## src/rtl/i2s_sample_serializer.sv

```systemverilog
// ---------------------------------------------------------------------------
// i2s_sample_serializer
//
// Output stage for the music player. Once per audio frame it loads one 16-bit
// sample and requests the next one with a single-cycle new_frame strobe. The
// loaded sample is sent as a two-channel I2S stream to the external DAC. The
// same sample goes out on both channels (mono duplicated).
//
// Parameters
//   CLK_DIV    clk cycles per bclk half-period (>= 2)
//
// Ports
//   clk        system clock, all logic on the rising edge
//   reset      asynchronous, active-low reset
//   sample_in  signed PCM sample from the player, sampled only at frame load
//   play       1 = load sample_in, 0 = load silence (zero)
//   new_frame  one-clk pulse at each frame load (sample request)
//   bclk       I2S bit clock, period 2*CLK_DIV clk cycles, 50% duty
//   lrclk      word select, 0 = left slot, 1 = right slot
//   sdata      serial data, MSB first, changes on bclk falling edges
// ---------------------------------------------------------------------------
module i2s_sample_serializer #(
    parameter int CLK_DIV = 4
) (
    input  logic        clk,
    input  logic        reset,
    input  logic [15:0] sample_in,
    input  logic        play,
    output logic        new_frame,
    output logic        bclk,
    output logic        lrclk,
    output logic        sdata
);

    localparam int              DIV_W    = $clog2(CLK_DIV);
    localparam logic [DIV_W-1:0] DIV_LAST = DIV_W'(CLK_DIV - 1);

    logic [DIV_W-1:0] div_q, div_d;
    logic             bclk_q, bclk_d;
    logic [4:0]       slot_q, slot_d;
    logic             lrclk_q, lrclk_d;
    logic [31:0]      sr_q, sr_d;
    logic             sdata_q, sdata_d;
    logic             new_frame_q, new_frame_d;

    logic             div_wrap;
    logic             fall_tick;
    logic [4:0]       slot_inc;
    logic [15:0]      load_word;

    // NOTE: every signal written here gets a default first, so no path leaves
    // a value unassigned and no latch is inferred.
    always_comb begin
        div_wrap    = (div_q == DIV_LAST);
        // bclk is about to go high->low: this is where a new slot begins.
        fall_tick   = div_wrap && bclk_q;
        slot_inc    = slot_q + 5'd1;
        load_word   = play ? sample_in : 16'h0000;

        div_d       = div_wrap ? '0 : div_q + DIV_W'(1);
        bclk_d      = div_wrap ? ~bclk_q : bclk_q;

        slot_d      = slot_q;
        lrclk_d     = lrclk_q;
        sr_d        = sr_q;
        sdata_d     = sdata_q;
        new_frame_d = 1'b0;

        if (fall_tick) begin
            slot_d  = slot_inc;
            lrclk_d = slot_inc[4];
            // The MSB is always driven first. At a load this bit is the
            // previous frame's right-channel LSB. That gives the standard
            // one-bit delay after each lrclk edge.
            sdata_d = sr_q[31];
            if (slot_inc == 5'd0) begin
                sr_d        = {load_word, load_word};
                new_frame_d = 1'b1;
            end else begin
                sr_d        = {sr_q[30:0], 1'b0};
            end
        end
    end

    // NOTE: state updates use non-blocking assignments so every register
    // samples the pre-edge values regardless of statement order.
    always_ff @(posedge clk or negedge reset) begin
        if (!reset) begin
            div_q       <= '0;
            bclk_q      <= 1'b0;
            slot_q      <= 5'd31;
            lrclk_q     <= 1'b1;
            sr_q        <= '0;
            sdata_q     <= 1'b0;
            new_frame_q <= 1'b0;
        end else begin
            div_q       <= div_d;
            bclk_q      <= bclk_d;
            slot_q      <= slot_d;
            lrclk_q     <= lrclk_d;
            sr_q        <= sr_d;
            sdata_q     <= sdata_d;
            new_frame_q <= new_frame_d;
        end
    end

    assign new_frame = new_frame_q;
    assign bclk      = bclk_q;
    assign lrclk     = lrclk_q;
    assign sdata     = sdata_q;

endmodule

```

## config.mk

```make
export PLATFORM = sky130hd
export DESIGN_NAME = i2s_sample_serializer
export DESIGN_NICKNAME = d
export VERILOG_FILES = /design/src/rtl/i2s_sample_serializer.sv
export SDC_FILE = /design/constraint.sdc
export NUM_CORES = 1
export LEC_CHECK = 0
export CAP_MARGIN = 15
export CORE_MARGIN = 1.5
export CORE_UTILIZATION = 54
export DETAILED_ROUTE_END_ITERATION = 16
export PLACE_DENSITY = 0.78
export SETUP_SLACK_MARGIN = 0.5
export SLEW_MARGIN = 15
export SYNTH_ARGS = -nofsm -noshare
export SYNTH_HDL_FRONTEND = slang
export SYNTH_SLANG_ARGS = --single-unit
```

## constraint.sdc

```tcl
create_clock -name clk -period 2 [get_ports clk]
set_input_delay 0.3 -clock clk [delete_from_list [all_inputs] [get_ports clk]]
set_output_delay 0.3 -clock clk [all_outputs]
set_load 0.02 [all_outputs]
```

==> results.toml <==
[placement]
dpl_cell_area_sq_um = 2140
gp_congestion = 0.709
hpwl_um = 2310
portBuffers = 22
pre_cts_slack_ns = 0.0884

[sta]
rsz0062_at_grt = "true"
final.setup.tns_ns = 0
max_slew_margin_pct = 66.6
post-route-period-util_pct = 91.3
fin_crit_ns = 1.83
worst_slew_pin_slew_ns = 0.502
slew_violations = 0
max_freq_ghz = 0.548
setup_violations = 0
finalWorstSetupSlack_ns = 0.175
finalClockSkew_ns = 0.0141
hold_viol_final = 0

[die]
rows = 21
dieArea_sq_um = 3820
coreArea_sq_um = 3340
die_w_um = 61.8
start_util_pct = 56.0
io_pins = 23
die_h_um = 61.8

[min_path]
hp-class = "input pin to async pin"

[synth]
synth_cells = 141
syn_area_sq_um = 1870
yosysWarnings = 0
synth-seq-cells = 42
avgSynthCellArea_sq_um = 13.2
synth_nets = 163
ys_types = 24
ys_seq_area_share_pct = 56.6

[cts]
insertion_delay_ns = 0.36
cts_sinks = 42
ctsHtreeMaxLevel = 2
numCtsBuffers = 5
cts_buffer_depth = 2
clkTransAtPathRegs_ns = 0.13
root_buffer = "clkbuf_4"
tritoncts = "built"

[global_routing]
grt_pass1_wl_um = 6540
grt_use_total_pct = 24.5
grt-ovfl-total = 0
grt_pass1_vias = 1285
grt_antenna_before_repair = 0
grt_max_degree = 25

[critical_path]
reg2reg_from = "slot_q[1]"
required_ns = 2.25
critical_path.max_fanout = 9
cp-start-kind = "flip-flop"
rr_worst_depth = 6
crit_path_end_kind = "flip-flop"
reg2reg_setup_slack_ns = 0.17
rr_endpoint = "sr_q[18]"
cp.arrival_ns = 2.08
crit_type = "flip-flop to flip-flop"

[finish]
syn_to_final_growth_pct = 24.8
final_common_cell = "dfrtp_1"
layout_common_cells = "dfrtp_1 (37), and2_1 (32), a221o_1 (30), clkdlybuf4s50_1 (17), buf_4 (10)"
antenna_cells = 0
drive_gt1_share_pct = 23.3
finalNetCount = 201
design_area_sq_um = 2330
fillers = 250
final_util_pct = 69.9

[power_and_ir_drop]
p_leak_uw = 0.00108
power_uw = 1330
power_density_nw_per_um2 = 571
peakVddDrop_mv = 0.401

[routing]
avgViaCountPerCell = 6.13
ant_nets = 0
wl_per_cell_um = 18.1
totalWireLength_um = 4080
vias = 1386
first_iter_violations = 115
drcViolationCount = 0
drtPass1Iterations = 4

[run]
maxCapViolations = 0

[run_status]
status = "complete, no violations"
==> power breakdown <==
| part | internal, uW | total (uW) | switching (uW) |
|---|---|---|---|
| Combinational | 33.8 | 61.9 | 28.1 |
| Sequential | 850 | 850 | 0 |
| Clock | 138 | 420 | 282 |
| Total | 1020 | 1330 | 310 |
==> per-stage QoR <==
stage | hold WS (ns) | instances
after floorplan | 0.00441 | 141
after global placement | 0.287 | 205
after detailed placement | 0.295 | 205
after CTS | 0.436 | 222
after global routing | 0.457 | 226
final | 0.425 | 226
==> critical path: stages, from the launching register on <==
cell      delay [ns]
dfstp_2         0.62
ha_4            0.19
nor4_4          0.06
buf_4           0.15
o2111a_2        0.27
buf_6           0.14
a221o_1         0.29
==> how the worst max path moves through the flow <==
stage	slack (ns)	startpoint	cells after the start	to
after floorplan	0.32	slot_q[4]	5	sr_q[15]
after global placement	0.15	slot_q[0]	5	sr_q[7]
after detailed placement	0.09	slot_q[0]	5	sr_q[28]
after CTS	0.23	slot_q[0]	6	sr_q[13]
after global routing	0.12	slot_q[0]	5	sr_q[30]
final	0.17	slot_q[1]	6	sr_q[18]
==> cell families after synthesis <==
family,after synthesis,share of synthesized area [%]
muxes,2,1.21
xor gates and xnor gates,5,2.34
adders and majority gates,3,2.01
and+or+nand+nor,42,13.7
buffers and inverters,9,4.22
AOI/OAI and AO/OA,38,20.0
DFF,42,56.6
==> what timing repair did <==
action	in CTS	in global routing
gates resized for setup	14	4
endpoints found under the setup margin	36	37
hold endpoints to repair	21	0
hold buffers	1	0
setup buffers	4	4
gates cloned	4	0
pin swaps	3	3
==> metal layers <==
layer / GRT usage (%) / wire [um] / vias up
li1: - / - / 619
met1: 33.5 / 1820 / 708
met2: 38.8 / 1960 / 50
met3: 5.18 / 242 / 9
met4: 9.12 / 67 / 0
met5: 0 / 0 / -
==> sequential cells by signal (all words and copies together), names as in the netlist <==
register / count
sr_q: 32
slot_q: 5
bclk: 1
sdata: 1
div_q: 2
new_frame: 1
==> cells in the mapped netlist <==
library cell | instances | area (sq um)
nand4_1 | 3 | 18.8
nor4_2 | 1 | 12.5
a22o_1 | 1 | 8.76
a21oi_2 | 1 | 8.76
nand2_1 | 3 | 11.3
nor2_1 | 2 | 7.51
a211o_1 | 1 | 8.76
a21oi_1 | 1 | 5.00
a221o_2 | 1 | 11.3
o2111a_2 | 1 | 12.5
dfrtp_1 | 37 | 926
and2_0 | 1 | 6.26
a211oi_2 | 1 | 12.5
buf_6 | 6 | 67.6
nand3_1 | 1 | 5.00
dfstp_2 | 5 | 131
and2_1 | 31 | 194
xnor2_1 | 4 | 35.0
o21ai_0 | 1 | 5.00
ha_1 | 3 | 37.5
xor2_1 | 1 | 8.76
clkbuf_1 | 3 | 11.3
a221o_1 | 30 | 300
mux2_2 | 2 | 22.5
==> final cells by class <==
type | count | area [sq um] | share of cell area (%)
clock buffers | 6 | 41.3 | 1.77
clock inverters | 2 | 13.8 | 0.590
multi-input cells | 92 | 800 | 34.3
flip-flops and latches | 42 | 1060 | 45.3
well taps | 46 | 57.6 | 2.47
repair buffers | 38 | 363 | 15.6
(Power assumes the default switching activity.)
